**config.mk**
```make
export PLATFORM = sky130hd
export DESIGN_NAME = subfil_coeffctl_flat
export DESIGN_NICKNAME = d
export VERILOG_FILES = /design/src/rtl/subfil_coeffctl_if.sv /design/src/rtl/subfil_coeffctl.sv /design/src/flat_wrapper.sv
export SDC_FILE = /design/constraint.sdc
export NUM_CORES = 1
export LEC_CHECK = 0
export CAP_MARGIN = 20
export CORE_UTILIZATION = 51
export CTS_CLUSTER_DIAMETER = 40
export CTS_CLUSTER_SIZE = 8
export DETAILED_ROUTE_END_ITERATION = 6
export PLACE_DENSITY = 0.79
export SLEW_MARGIN = 20
export SYNTH_ARGS = -nofsm -noshare
export SYNTH_HDL_FRONTEND = slang
export SYNTH_SLANG_ARGS = --single-unit
```
**constraint.sdc**
```tcl
create_clock -name i_clk -period 3.7 [get_ports i_clk]
set_input_delay 0.74 -clock i_clk [delete_from_list [all_inputs] [get_ports i_clk]]
set_output_delay 0.74 -clock i_clk [all_outputs]
set_load 0.01 [all_outputs]
```
**src/rtl/subfil_coeffctl_if.sv**
```systemverilog
// Bus bundle between the coefficient-bank sequencer and its neighbours:
// load request/status, the filter's tap-write port and the sample strobes.
// master = the sequencer, slave = the surrounding environment.
//
// Handshake: i_load is the request (valid), !o_busy is the ready. A load is
// transferred on a clock edge where i_load && !o_busy; i_bank is sampled on
// that same edge. Requests made while o_busy is high are dropped, never held.
interface subfil_coeffctl_if #(
    parameter int CW       = 12,
    parameter int LGNBANKS = 2
);
    logic                i_load;
    logic [LGNBANKS-1:0] i_bank;
    logic                o_busy;
    logic                o_err;
    logic [LGNBANKS-1:0] o_bank;
    logic                o_fil_reset;
    logic                o_tap_wr;
    logic [CW-1:0]       o_tap;
    logic                i_ce;
    logic                o_fil_ce;
    logic                i_fil_ce;
    logic                o_ce;

    modport master (
        input  i_load, i_bank, i_ce, i_fil_ce,
        output o_busy, o_err, o_bank, o_fil_reset, o_tap_wr, o_tap,
               o_fil_ce, o_ce
    );

    modport slave (
        output i_load, i_bank, i_ce, i_fil_ce,
        input  o_busy, o_err, o_bank, o_fil_reset, o_tap_wr, o_tap,
               o_fil_ce, o_ce
    );
endinterface

```
**src/rtl/subfil_coeffctl.sv**
```systemverilog
// subfil_coeffctl: coefficient-bank sequencer for the subfildown decimator.
// On a load it pulses the filter reset for one cycle, then streams the NCOEFFS
// taps of the selected bank into the filter's tap-write port, blocking input
// samples while busy. Leaving reset behaves as a load of bank 0.
// Bank contents: word k of bank b is b*NCOEFFS + k + 1 (truncated to CW).
// Optional feature macro: SUBFIL_FLUSH_EN masks the first FLUSH_OUTPUTS filter
// outputs after every reload, until the delay line holds only fresh samples.
module subfil_coeffctl #(
    parameter int CW            = 12,
    parameter int NCOEFFS       = 103,
    parameter int LGNCOEFFS     = $clog2(NCOEFFS),
    parameter int NBANKS        = 4,
    parameter int LGNBANKS      = (NBANKS > 1) ? $clog2(NBANKS) : 1,
    parameter int FLUSH_OUTPUTS = 21
) (
    input  logic                     i_clk,
    input  logic                     i_reset,
    subfil_coeffctl_if.master        bus,
    output logic [1:0]               o_state
);
    typedef enum logic [1:0] {
        CLEAR = 2'd0,
        LOAD  = 2'd1,
        RUN   = 2'd2
    } state_t;

    localparam int                   AW       = LGNBANKS + LGNCOEFFS;
    localparam logic [LGNBANKS:0]    NBANKS_W = (LGNBANKS + 1)'(NBANKS);
    localparam logic [LGNCOEFFS-1:0] LAST_TAP = LGNCOEFFS'(NCOEFFS - 1);

    state_t               state, state_d;
    logic                 fil_reset, fil_reset_d;
    logic [LGNBANKS-1:0]  bank, bank_d;
    logic                 err, err_d;
    logic [LGNCOEFFS-1:0] tap_idx, tap_idx_d;
    logic                 rom_rd;
    logic [AW-1:0]        rom_addr;
    logic [CW-1:0]        rom_q;
    logic                 bad_bank;

    // Fixed coefficient table, addressed {bank, tap}.
    function automatic logic [CW-1:0] rom_word(input logic [AW-1:0] addr);
        int b;
        int k;
        b = int'(addr[AW-1:LGNCOEFFS]);
        k = int'(addr[LGNCOEFFS-1:0]);
        return CW'(b * NCOEFFS + k + 1);
    endfunction

    // Next-state and next-register logic; CLEAR is entered with fil_reset low
    // only straight out of reset, so it spends one extra cycle raising it.
    always_comb begin
        state_d     = state;
        fil_reset_d = 1'b0;
        bank_d      = bank;
        err_d       = 1'b0;
        tap_idx_d   = tap_idx;
        rom_rd      = 1'b0;
        rom_addr    = {bank, tap_idx};
        bad_bank    = ({1'b0, bus.i_bank} >= NBANKS_W);
        case (state)
            CLEAR: begin
                rom_rd    = 1'b1;
                rom_addr  = {bank, {LGNCOEFFS{1'b0}}};
                tap_idx_d = '0;
                if (fil_reset) begin
                    state_d = LOAD;
                end else begin
                    fil_reset_d = 1'b1;
                end
            end
            LOAD: begin
                if (tap_idx == LAST_TAP) begin
                    state_d = RUN;
                end else begin
                    tap_idx_d = tap_idx + 1'b1;
                    rom_rd    = 1'b1;
                    rom_addr  = {bank, tap_idx_d};
                end
            end
            RUN: begin
                if (bus.i_load) begin
                    if (bad_bank) begin
                        err_d = 1'b1;
                    end else begin
                        bank_d      = bus.i_bank;
                        fil_reset_d = 1'b1;
                        state_d     = CLEAR;
                    end
                end
            end
            default: state_d = CLEAR;
        endcase
    end

    // State register.
    always_ff @(posedge i_clk or posedge i_reset) begin
        if (i_reset) begin
            state <= CLEAR;
        end else begin
            state <= state_d;
        end
    end

    // Control registers: filter reset pulse, active bank, error pulse, tap index.
    always_ff @(posedge i_clk or posedge i_reset) begin
        if (i_reset) begin
            fil_reset <= 1'b0;
            bank      <= '0;
            err       <= 1'b0;
            tap_idx   <= '0;
        end else begin
            fil_reset <= fil_reset_d;
            bank      <= bank_d;
            err       <= err_d;
            tap_idx   <= tap_idx_d;
        end
    end

    // Registered ROM read: the address leads the tap data by one cycle.
    always_ff @(posedge i_clk or posedge i_reset) begin
        if (i_reset) begin
            rom_q <= '0;
        end else if (rom_rd) begin
            rom_q <= rom_word(rom_addr);
        end
    end

    assign bus.o_busy      = (state != RUN);
    assign bus.o_err       = err;
    assign bus.o_bank      = bank;
    assign bus.o_fil_reset = fil_reset;
    assign bus.o_tap_wr    = (state == LOAD);
    assign bus.o_tap       = rom_q;
    assign bus.o_fil_ce    = bus.i_ce && (state == RUN);
    assign o_state         = state;

`ifdef SUBFIL_FLUSH_EN
    localparam int FW = $clog2(FLUSH_OUTPUTS + 1);
    logic [FW-1:0] flush;

    // Count down filter outputs after each reload; reload wins over decrement.
    always_ff @(posedge i_clk or posedge i_reset) begin
        if (i_reset) begin
            flush <= FW'(FLUSH_OUTPUTS);
        end else if ((state == LOAD) && (state_d == RUN)) begin
            flush <= FW'(FLUSH_OUTPUTS);
        end else if (bus.i_fil_ce && (flush != '0)) begin
            flush <= flush - 1'b1;
        end
    end

    assign bus.o_ce = bus.i_fil_ce && (state == RUN) && (flush == '0);
`else
    assign bus.o_ce = bus.i_fil_ce && (state == RUN);
`endif
endmodule

```
**src/flat_wrapper.sv**
```systemverilog
// flat-port wrapper written by rule: the top's interface ports become plain ports
module subfil_coeffctl_flat 
#(
    parameter int CW            = 12,
    parameter int NCOEFFS       = 103,
    parameter int LGNCOEFFS     = $clog2(NCOEFFS),
    parameter int NBANKS        = 4,
    parameter int LGNBANKS      = (NBANKS > 1) ? $clog2(NBANKS) : 1,
    parameter int FLUSH_OUTPUTS = 21
)
  (i_clk, i_reset, o_state, bus_i_load, bus_i_bank, bus_i_ce, bus_i_fil_ce, bus_o_busy, bus_o_err, bus_o_bank, bus_o_fil_reset, bus_o_tap_wr, bus_o_tap, bus_o_fil_ce, bus_o_ce);
  subfil_coeffctl_if #(.CW(CW), .LGNBANKS(LGNBANKS)) bus_i ();
  input  logic i_clk;
  input  logic i_reset;
  output logic [1:0] o_state;
  input wire logic [$bits(bus_i.i_load)-1:0] bus_i_load;
  input wire logic [$bits(bus_i.i_bank)-1:0] bus_i_bank;
  input wire logic [$bits(bus_i.i_ce)-1:0] bus_i_ce;
  input wire logic [$bits(bus_i.i_fil_ce)-1:0] bus_i_fil_ce;
  output wire logic [$bits(bus_i.o_busy)-1:0] bus_o_busy;
  output wire logic [$bits(bus_i.o_err)-1:0] bus_o_err;
  output wire logic [$bits(bus_i.o_bank)-1:0] bus_o_bank;
  output wire logic [$bits(bus_i.o_fil_reset)-1:0] bus_o_fil_reset;
  output wire logic [$bits(bus_i.o_tap_wr)-1:0] bus_o_tap_wr;
  output wire logic [$bits(bus_i.o_tap)-1:0] bus_o_tap;
  output wire logic [$bits(bus_i.o_fil_ce)-1:0] bus_o_fil_ce;
  output wire logic [$bits(bus_i.o_ce)-1:0] bus_o_ce;
  assign bus_i.i_load = bus_i_load;
  assign bus_i.i_bank = bus_i_bank;
  assign bus_i.i_ce = bus_i_ce;
  assign bus_i.i_fil_ce = bus_i_fil_ce;
  assign bus_o_busy = bus_i.o_busy;
  assign bus_o_err = bus_i.o_err;
  assign bus_o_bank = bus_i.o_bank;
  assign bus_o_fil_reset = bus_i.o_fil_reset;
  assign bus_o_tap_wr = bus_i.o_tap_wr;
  assign bus_o_tap = bus_i.o_tap;
  assign bus_o_fil_ce = bus_i.o_fil_ce;
  assign bus_o_ce = bus_i.o_ce;
  subfil_coeffctl #(.CW(CW), .NCOEFFS(NCOEFFS), .LGNCOEFFS(LGNCOEFFS), .NBANKS(NBANKS), .LGNBANKS(LGNBANKS), .FLUSH_OUTPUTS(FLUSH_OUTPUTS)) u_core (.i_clk(i_clk), .i_reset(i_reset), .bus(bus_i), .o_state(o_state));
endmodule
```
# Word-level counts from Yosys, hierarchy flattened
# Cells that the tools add are included.
# Widths: inputs -> output; s select.
dict set report totals {
  register_bits 24
  output_inout_bits 22
}
dict set report op_classes {
  n_mul 1
  n_mux 13
  n_eq_ne 8
  n_reduce_logical 7
  add_sub_neg 3
}
# op count
set op_table {}
lappend op_table {{$pmux 7 s2} 2}
lappend op_table {{$mux 7} 2}
lappend op_table {{$add 12x2->12 const B} 1}
lappend op_table {{$add 12x8->12} 1}
lappend op_table {{$mul 2x7->9 const B} 1}
lappend op_table {{$add 7x1->7 const B} 1}
lappend op_table {{$eq 7x7->1 const B} 1}
lappend op_table {{$mux 2} 3}
lappend op_table {{$ne 2x2->1 const B} 3}
lappend op_table {{$pmux 2 s3} 1}
lappend op_table {{$ne 2x1->1 const B} 2}
lappend op_table {{$pmux 1 s2} 2}
lappend op_table {{$reduce_and 2->1} 2}
lappend op_table {{$mux 1} 3}
lappend op_table {{$reduce_and 3->1} 1}
lappend op_table {{$eq 2x1->1 const B} 1}
lappend op_table {{$eq 2x2->1 const B} 1}
lappend op_table {{$logic_and 1x1->1} 2}
lappend op_table {{$logic_not 2->1} 1}
lappend op_table {{$reduce_bool 2->1} 1}

# Logic depth before layout (Yosys ltp)
# Gate-level depths: netlist (run 1).
dict set report logic_depth {
  depth_word 5
  mapped_depth 13
  mapped_depth_nobuf 12
}

# Worst setup path before layout (run 1)
# No wires, ideal clock.
dict set report synth_path {
  path_type {flip-flop to flip-flop}
  startpoint {register u_core.tap_idx[0]}
  endpoint {register u_core.rom_q[6], in the netlist u_core.bus.o_tap[6]}
  slack_ps 794
  t_arrival_ps 2791
  stages_incl_launch_ff 14
  period_less_slack_ps 2906
  path_buffers 1
  t_required_ps 3584
  cell_sequence {dfrtp_1 > inv_1 > ha_1 > a41o_1 > buf_2 > nand2_1 > a21boi_0 > ha_1 > inv_1 > fa_1 > a21oi_1 > o21ai_0 > a2111o_1 > o311ai_0}
}
dict set report synth_between {
  elab_chain_cells 5
}
# element line
set synth_rtl {}
lappend synth_rtl {{start, declared} subfil_coeffctl.sv:35} ;# logic [LGNCOEFFS-1:0] tap_idx, tap_idx_d;
lappend synth_rtl {{start signal, assigned} subfil_coeffctl.sv:116} ;# tap_idx <= tap_idx_d;
lappend synth_rtl {{$add 7x1->7 or $eq 7x7->1 (tied branches)} {subfil_coeffctl.sv:76, subfil_coeffctl.sv:73}}
lappend synth_rtl {{$mux 7} subfil_coeffctl.sv:73} ;# if (tap_idx == LAST_TAP) begin
lappend synth_rtl {{$pmux 7 s2} subfil_coeffctl.sv:61} ;# case (state)
lappend synth_rtl {{$add 12x8->12} subfil_coeffctl.sv:47} ;# return CW'(b * NCOEFFS + k + 1);
lappend synth_rtl {{$add 12x2->12} subfil_coeffctl.sv:47}
lappend synth_rtl {{end signal, assigned} subfil_coeffctl.sv:125} ;# rom_q <= rom_word(rom_addr);
lappend synth_rtl {{end, declared} subfil_coeffctl.sv:38} ;# logic [CW-1:0] rom_q;
# Parallel ways exist; a longest one is shown, timed or not.
# A chain may end at the register's enable or synchronous reset.

# Final worst setup path (run 1)
# Same ends and word-level chain as after synthesis.

==> flow_summary.toml, run 1 <==
[clocking]
cts_buffer_depth = 2
root_buffer = "clkbuf_4"
cts_buffers = 3
tritoncts = "yes"
clock_latency_ns = 0.30
post_cts.repair.setup_buffers = 0
clkTransAtPathRegs_ns = 0.11
cts_max_level = 1
cts-resized-gates = 0
clock-sinks = 22
holdBufCountCts = 0

[critical_path]
cpPeakStageDelay_ns = 0.43
path_max_fanout = 12
crit_family = "compound AO/OA/AOI/OAI gates"
worstReg2RegEnd = "u_core.bus.o_tap[6]"
crit_required_ns = 3.89
critPathSlowestCell = "dfrtp_1"
crit-reg2reg-launch = "u_core.tap_idx[0]"
criticalPathCategory = "reg2reg"
r2r_cells = 12
path_buf_inv = 2
crit_chain = "inv_1, ha_1, a41o_1, nand2_1, a21boi_0, ha_1, inv_1, fa_1, a21oi_1, o21ai_0, a2111o_1, o311ai_0"
cp.arrival_ns = 3.46
end_kind = "flop"
rrSetupSlack_ns = 0.42
critPathLaunchType = "flop"

[floorplanning]
initial_utilization_pct = 56.0
die_w_microns = 55.3
die_h_microns = 55.3
coreArea_sq_um = 2590
dieArea_sq_um = 3060
rows = 18
num_io_pins = 29

[synth]
synth_area_sq_um = 1450
ys_types = 42
ys_seq_area_share_pct = 38.0
synth-seq-cells = 22
syn_area_per_cell_sq_um = 9.18
postSynthCellCount = 158
yosysWarnings = 0

[layout]
layout.nets = 208
drive_above_1_share_pct = 5.95
stdcell_count = 215
antenna_cells = 0
filler_cell_count = 219
syn2layout_area_growth_pct = 21.1

[power_and_ir_drop]
combPwrFrac_pct = 53.0
switching_share_pct = 40.1
p_leak_nw = 0.784
seqPwrFrac_pct = 37.1
p_switching_w = 0.000422
internal_power_w = 0.000630
power_density_nw_per_um2 = 599
clock_power_share_pct = 9.9
peakVddDrop_mv = 0.519

[global_routing]
grt-ovfl-total = 0
grt_pass1_vias = 1223
grt_pass1_wl_microns = 5400
grt_antenna_before_repair = 0
grt_start_max_net_pins = 23
grt_util_all_layers_pct = 22.1

[sta]
drv_slew = 0
finalCriticalPeriod_ns = 3.28
rsz0062_at_grt = "false"
slew-limit-headroom_pct = 45.4
max_slew.worst_pin.slew_ns = 0.818
finalSetupTns_ns = 0
setup_viol = 0
fmax_mhz = 305
fin_skew_ns = 0.00462
fin_crit_sh_pct = 88.6
hold_viol = 0

[placed_design]
io_buffers = 25
place_congestion = 0.849
dp_cells = 212
post-dp-hpwl_microns = 2430

[route]
drc = 0
vias_per_cell = 5.80
dr_total_vias = 1247
ant_nets = 0
wire_per_inst_microns = 14.3
drtIter0Drc = 25
routed_wl_microns = 3080
dr.pass1.iters = 4

[hold_path]
hold_path_class = "reg2reg"
whs_path_depth = 2
min-delay-start = "u_core.bus.o_tap[1]"
hold_end = "u_core.bus.o_tap[1]"

[run_status]
status = "complete, no violations"

[run]
cap_viol_max_count = 0
==> state kept, by name (all words and copies together) (netlist names) <==
signal and flops:
u_core.tap_idx 7, u_core.bus.o_bank 2, u_core.bus.o_tap 10, u_core.bus.o_fil_reset 1, u_core.o_state 2
==> per-layer routing <==
| metal | wire [microns] | global-route usage [%] | vias up |
|---|---|---|---|
| met5 | 0 | 0 | - |
| met4 | 40 | 7.86 | 0 |
| met3 | 137 | 5.62 | 6 |
| met2 | 1470 | 36.8 | 43 |
| met1 | 1430 | 27.6 | 583 |
| li1 | - | - | 615 |
==> stage by stage <==
| step | hold slack (ns) | setup WS (ns) | power [W] | utilization, % | area (sq um) |
|---|---|---|---|---|---|
| detailed placement | 0.471 | 0.498 | 0.000952 | 66.9 | 1730 |
| finish | 0.492 | 0.423 | 0.00105 | 67.8 | 1760 |
| CTS | 0.498 | 0.485 | 0.00106 | 67.8 | 1760 |
| global placement | 0.459 | 0.656 | 0.000929 | 66.9 | 1730 |
| global route | 0.525 | 0.161 | 0.00115 | 67.8 | 1760 |
| floorplan | 0.506 | 0.794 | 0.000761 | - | 1460 |
==> cell usage in the layout, fill, tap and decap left out, types with 2 or more instances in the layout <==
master           instances
a31oi_1                  2
clkdlybuf4s50_1         25
nor3_1                   2
buf_4                    3
o211ai_1                 2
mux2_2                   2
nand2_1                 18
o2bb2ai_1                2
nor2_1                   7
a21oi_1                  7
clkbuf_4                 3
nand3_1                  4
nand2b_1                 2
a22o_1                   4
dfrtp_1                 22
o21ai_0                 17
xnor2_1                  4
ha_1                    13
or4_1                    2
conb_1                   3
o31ai_1                  3
nor2b_1                  4
and2_1                   2
inv_1                   14
==> logic make-up (layout without fill, tap and decap cells) <==
kind of cell,Yosys count,after routing,share of synthesized area [%]
compound gates,49,49,23.0
simple gates,45,45,15.5
flops,22,22,38.0
buf+inv,20,45,6.04
fa+ha+maj,14,14,12.6
xor+xnor,4,4,2.42
mux,3,3,2.24
other cells,1,3,0.259
==> cell type report <==
cell class | instances | area [sq um] | share of cell area [%]
clock buffer | 3 | 22.5 | 1.28
tap | 30 | 37.5 | 2.14
inverter | 14 | 52.6 | 2.99
sequential | 22 | 551 | 31.4
timing repair buffer | 28 | 273 | 15.5
multi-input combinational | 118 | 820 | 46.7
==> how the worst max path moves through the flow <==
stage	startpoint	to	slack [ns]	cells past startpoint
detailed placement	u_core.tap_idx[0]	u_core.bus.o_tap[6]	0.50	12
CTS	u_core.tap_idx[0]	u_core.bus.o_tap[6]	0.49	12
global route	u_core.tap_idx[0]	u_core.bus.o_tap[7]	0.16	11
floorplan	u_core.tap_idx[0]	u_core.bus.o_tap[6]	0.79	13
global placement	u_core.tap_idx[0]	u_core.bus.o_tap[7]	0.66	11
finish	u_core.tap_idx[0]	u_core.bus.o_tap[6]	0.42	12
==> cell usage after synthesis <==
cell type / instances / share of area, %
dfrtp_1: 22 / 38
nand2_1: 18 / 4.7
o21ai_0: 17 / 5.9
inv_1: 14 / 3.6
ha_1: 13 / 11
a21oi_1: 7 / 2.4
nor2_1: 7 / 1.8
a22o_1: 4 / 2.4
nand3_1: 4 / 1.4
nor2b_1: 4 / 1.7
xnor2_1: 4 / 2.4
buf_4: 3 / 1.6
o31ai_1: 3 / 1.6
a31oi_1: 2 / 0.86
and2_1: 2 / 0.86
clkbuf_1: 2 / 0.52
mux2_2: 2 / 1.6
nand2b_1: 2 / 0.86
nor3_1: 2 / 0.69
o211ai_1: 2 / 1.0
o2bb2ai_1: 2 / 1.2
or4_1: 2 / 1.0
a2111o_1: 1 / 0.78
a2111oi_0: 1 / 0.60
a21boi_0: 1 / 0.52
a21o_1: 1 / 0.52
a31o_2: 1 / 0.60
a41o_1: 1 / 0.69
a41oi_2: 1 / 1.1
and3_1: 1 / 0.43
and4bb_4: 1 / 1.1
buf_2: 1 / 0.34
conb_1: 1 / 0.26
fa_1: 1 / 1.4
mux2i_1: 1 / 0.69
nand3b_1: 1 / 0.52
o211a_1: 1 / 0.69
o21a_1: 1 / 0.52
o21bai_1: 1 / 0.52
o22ai_1: 1 / 0.43
o311ai_0: 1 / 0.60
or3_1: 1 / 0.43
==> power by group through the flow <==
| stage | registers (W) | clock network, W | logic (W) |
|---|---|---|---|
| after global routing | 0.000403 | 0.000117 | 0.000632 |
| after floorplan | 0.000391 | 0 | 0.000370 |
| after global placement | 0.000387 | 0 | 0.000542 |
| after CTS | 0.000389 | 0.000111 | 0.000561 |
| final | 0.000390 | 0.000105 | 0.000558 |
| after detailed placement | 0.000391 | 0 | 0.000560 |
==> worst reg2reg max path: stages, from the launching register on <==
cell	delay, ns
dfrtp_1	0.43
inv_1	0.08
ha_1	0.26
a41o_1	0.40
nand2_1	0.14
a21boi_0	0.24
ha_1	0.20
inv_1	0.06
fa_1	0.42
a21oi_1	0.23
o21ai_0	0.16
a2111o_1	0.42
o311ai_0	0.11
No activity file was read; power rests on OpenSTA's default activity.
==> run 2: changes to the inputs <==
Settings changed: CAP_MARGIN 20 to not set, CORE_UTILIZATION 51 to 45, PLACE_DENSITY 0.79 to 0.71.
==> run 2 against run 1 <==
Effect of this change:
- critical path depth did not move
- non-clock buffer count rose by 1
- core utilization fell by 8.5 points
- via count rose by 1.0%
- sequential power fell by 1%
- flip-flop and latch count did not move
- clock power rose by 81%
- hold slack improved by 0.0023 ns
- die area rose by 13%
- largest cell class unchanged
==> flow_summary.toml, run 2 (same netlist as run 1, synthesis figures left out) <==
[run_status]
status = "complete, no violations"

[power_and_ir_drop]
p_total_w = 0.00114
p_leak_nw = 0.802
power_density_nw_per_um2 = 630
peakVddDrop_mv = 0.245

[run]
cap_viol_max_count = 0

[critical_path]
criticalPathCategory = "reg2reg"
cp.arrival_ns = 3.37
critPathSlowestCell = "fa_1"
path_max_fanout = 11
critPathLaunchType = "flop"
cpPeakStageDelay_ns = 0.43
end_kind = "flop"
crit_required_ns = 3.92
crit_chain = "inv_1, ha_1, a41o_1, nand2_1, a21boi_0, ha_1, inv_1, fa_1, a21oi_1, o21ai_0, a2111o_1, o311ai_0"

[layout]
layout.nets = 209
stdcell_count = 231
antenna_cells = 0
syn2layout_area_growth_pct = 24.8
largest_reg_flops = 10
drive_above_1_share_pct = 6.95
final_cell_mix = "clkdlybuf4s50_1, dfrtp_1, nand2_1"
final_common_cell = "clkdlybuf4s50_1"
filler_cell_count = 293

[placed_design]
post-dp-hpwl_microns = 2360
post-place-ws_ns = 0.542
io_buffers = 25
place_congestion = 0.838
dp_cells = 227

[clocking]
cts-resized-gates = 0
clock-sinks = 22
post_cts.repair.setup_buffers = 0
cts_buffers = 3
clkTransAtPathRegs_ns = 0.14
cts_buffer_depth = 2
holdBufCountCts = 0
cts_max_level = 1
tritoncts = "yes"
clock_latency_ns = 0.32
root_buffer = "clkbuf_4"

[route]
vias_per_cell = 5.45
routed_wl_microns = 3080
wire_per_inst_microns = 13.3
ant_nets = 0
dr_total_vias = 1260
drc = 0
drtIter0Drc = 54
dr.pass1.iters = 4

[sta]
fin_skew_ns = 0.0156
fin_crit_sh_pct = 85.3
finalCriticalPeriod_ns = 3.15
worst_hold_slack_ns = 0.494
slew-limit-headroom_pct = 43.1
drv_slew = 0
max_slew.worst_pin.slew_ns = 0.852
fmax_mhz = 317
setup_slack_ns = 0.546
setup_viol = 0
finalSetupTns_ns = 0
hold_viol = 0
rsz0062_at_grt = "false"

[global_routing]
grt_antenna_before_repair = 0
grt-ovfl-total = 0
grt_pass1_vias = 1214
grt_util_all_layers_pct = 20.7
use_met1_pct = 26.9
grt_start_max_net_pins = 23
use_met2_pct = 34.9
grt_pass1_wl_microns = 5440
met3_usage_pct = 3.52
grt_most_used_layer = "met2"

[floorplanning]
die_h_microns = 58.8
dieArea_sq_um = 3450
num_io_pins = 29
coreArea_sq_um = 3050
initial_utilization_pct = 47.5
rows = 20
die_w_microns = 58.8

[hold_path]
hold_path_class = "reg2reg"
## run 2: changes by cell type in the layout (fill, tap and decap cells not counted)
| cell | previous run | this run |
|---|---|---|
| buf_4 | 3 | 4 |
| bufinv_16 | 0 | 1 |
## run 2: metrics by stage
| step | utilization [%] | instance area, sq um |
|---|---|---|
| 3_3_place_gp | 57.6 | 1760 |
| 5_1_grt | 59.3 | 1810 |
| 6_report | 59.3 | 1810 |
| 4_1_cts | 59.3 | 1810 |
| 2_1_floorplan | - | 1460 |
| 3_5_place_dp | 57.6 | 1760 |
## run 2: layer usage
layer,vias to the layer above,wire length [microns]
met3,5,138
met5,-,0
met1,601,1440
met2,34,1470
li1,620,-
met4,0,34
## run 2: final cells by class
type                    count  area [sq um]  share of cell area [%]
flip-flops and latches     22           551                    30.4
clock buffers               3          22.5                    1.24
inverters                  14          52.6                    2.90
repair buffers             29           280                    15.5
clock inverters             1          30.0                    1.66
well taps                  44          55.1                    3.04
multi-input cells         118           820                    45.3
## run 2: final timing paths
| check | startpoint | to | slack, ns | cells past startpoint |
|---|---|---|---|---|
| max | u_core.tap_idx[0] | u_core.bus.o_tap[6] | 0.55 | 12 |
| max reg2reg | u_core.tap_idx[0] | u_core.bus.o_tap[6] | 0.55 | 12 |
| max in group asynchronous | i_reset | u_core.tap_idx[3] | 2.29 | 2 |
| min reg2reg | u_core.bus.o_tap[1] | u_core.bus.o_tap[1] | 0.49 | 2 |
| min | u_core.bus.o_tap[1] | u_core.bus.o_tap[1] | 0.49 | 2 |
| min in group asynchronous | i_reset | u_core.bus.o_tap[3] | 0.87 | 2 |
## run 2: critical path, delay by kind of cell (launching register included)
kind,cells,cell delay [ns]
flip-flops,1,0.42
AND/OR/NAND/NOR,1,0.13
buffers and inverters,2,0.13
AO/OA/AOI/OAI,6,1.50
adder cells (fa/ha/maj),3,0.88
## run 2: power breakdown
part / switching (W) / internal, W
Clock: 0.0000808 / 0.000110
Sequential: 0.0000681 / 0.000317
Combinational: 0.000289 / 0.000277
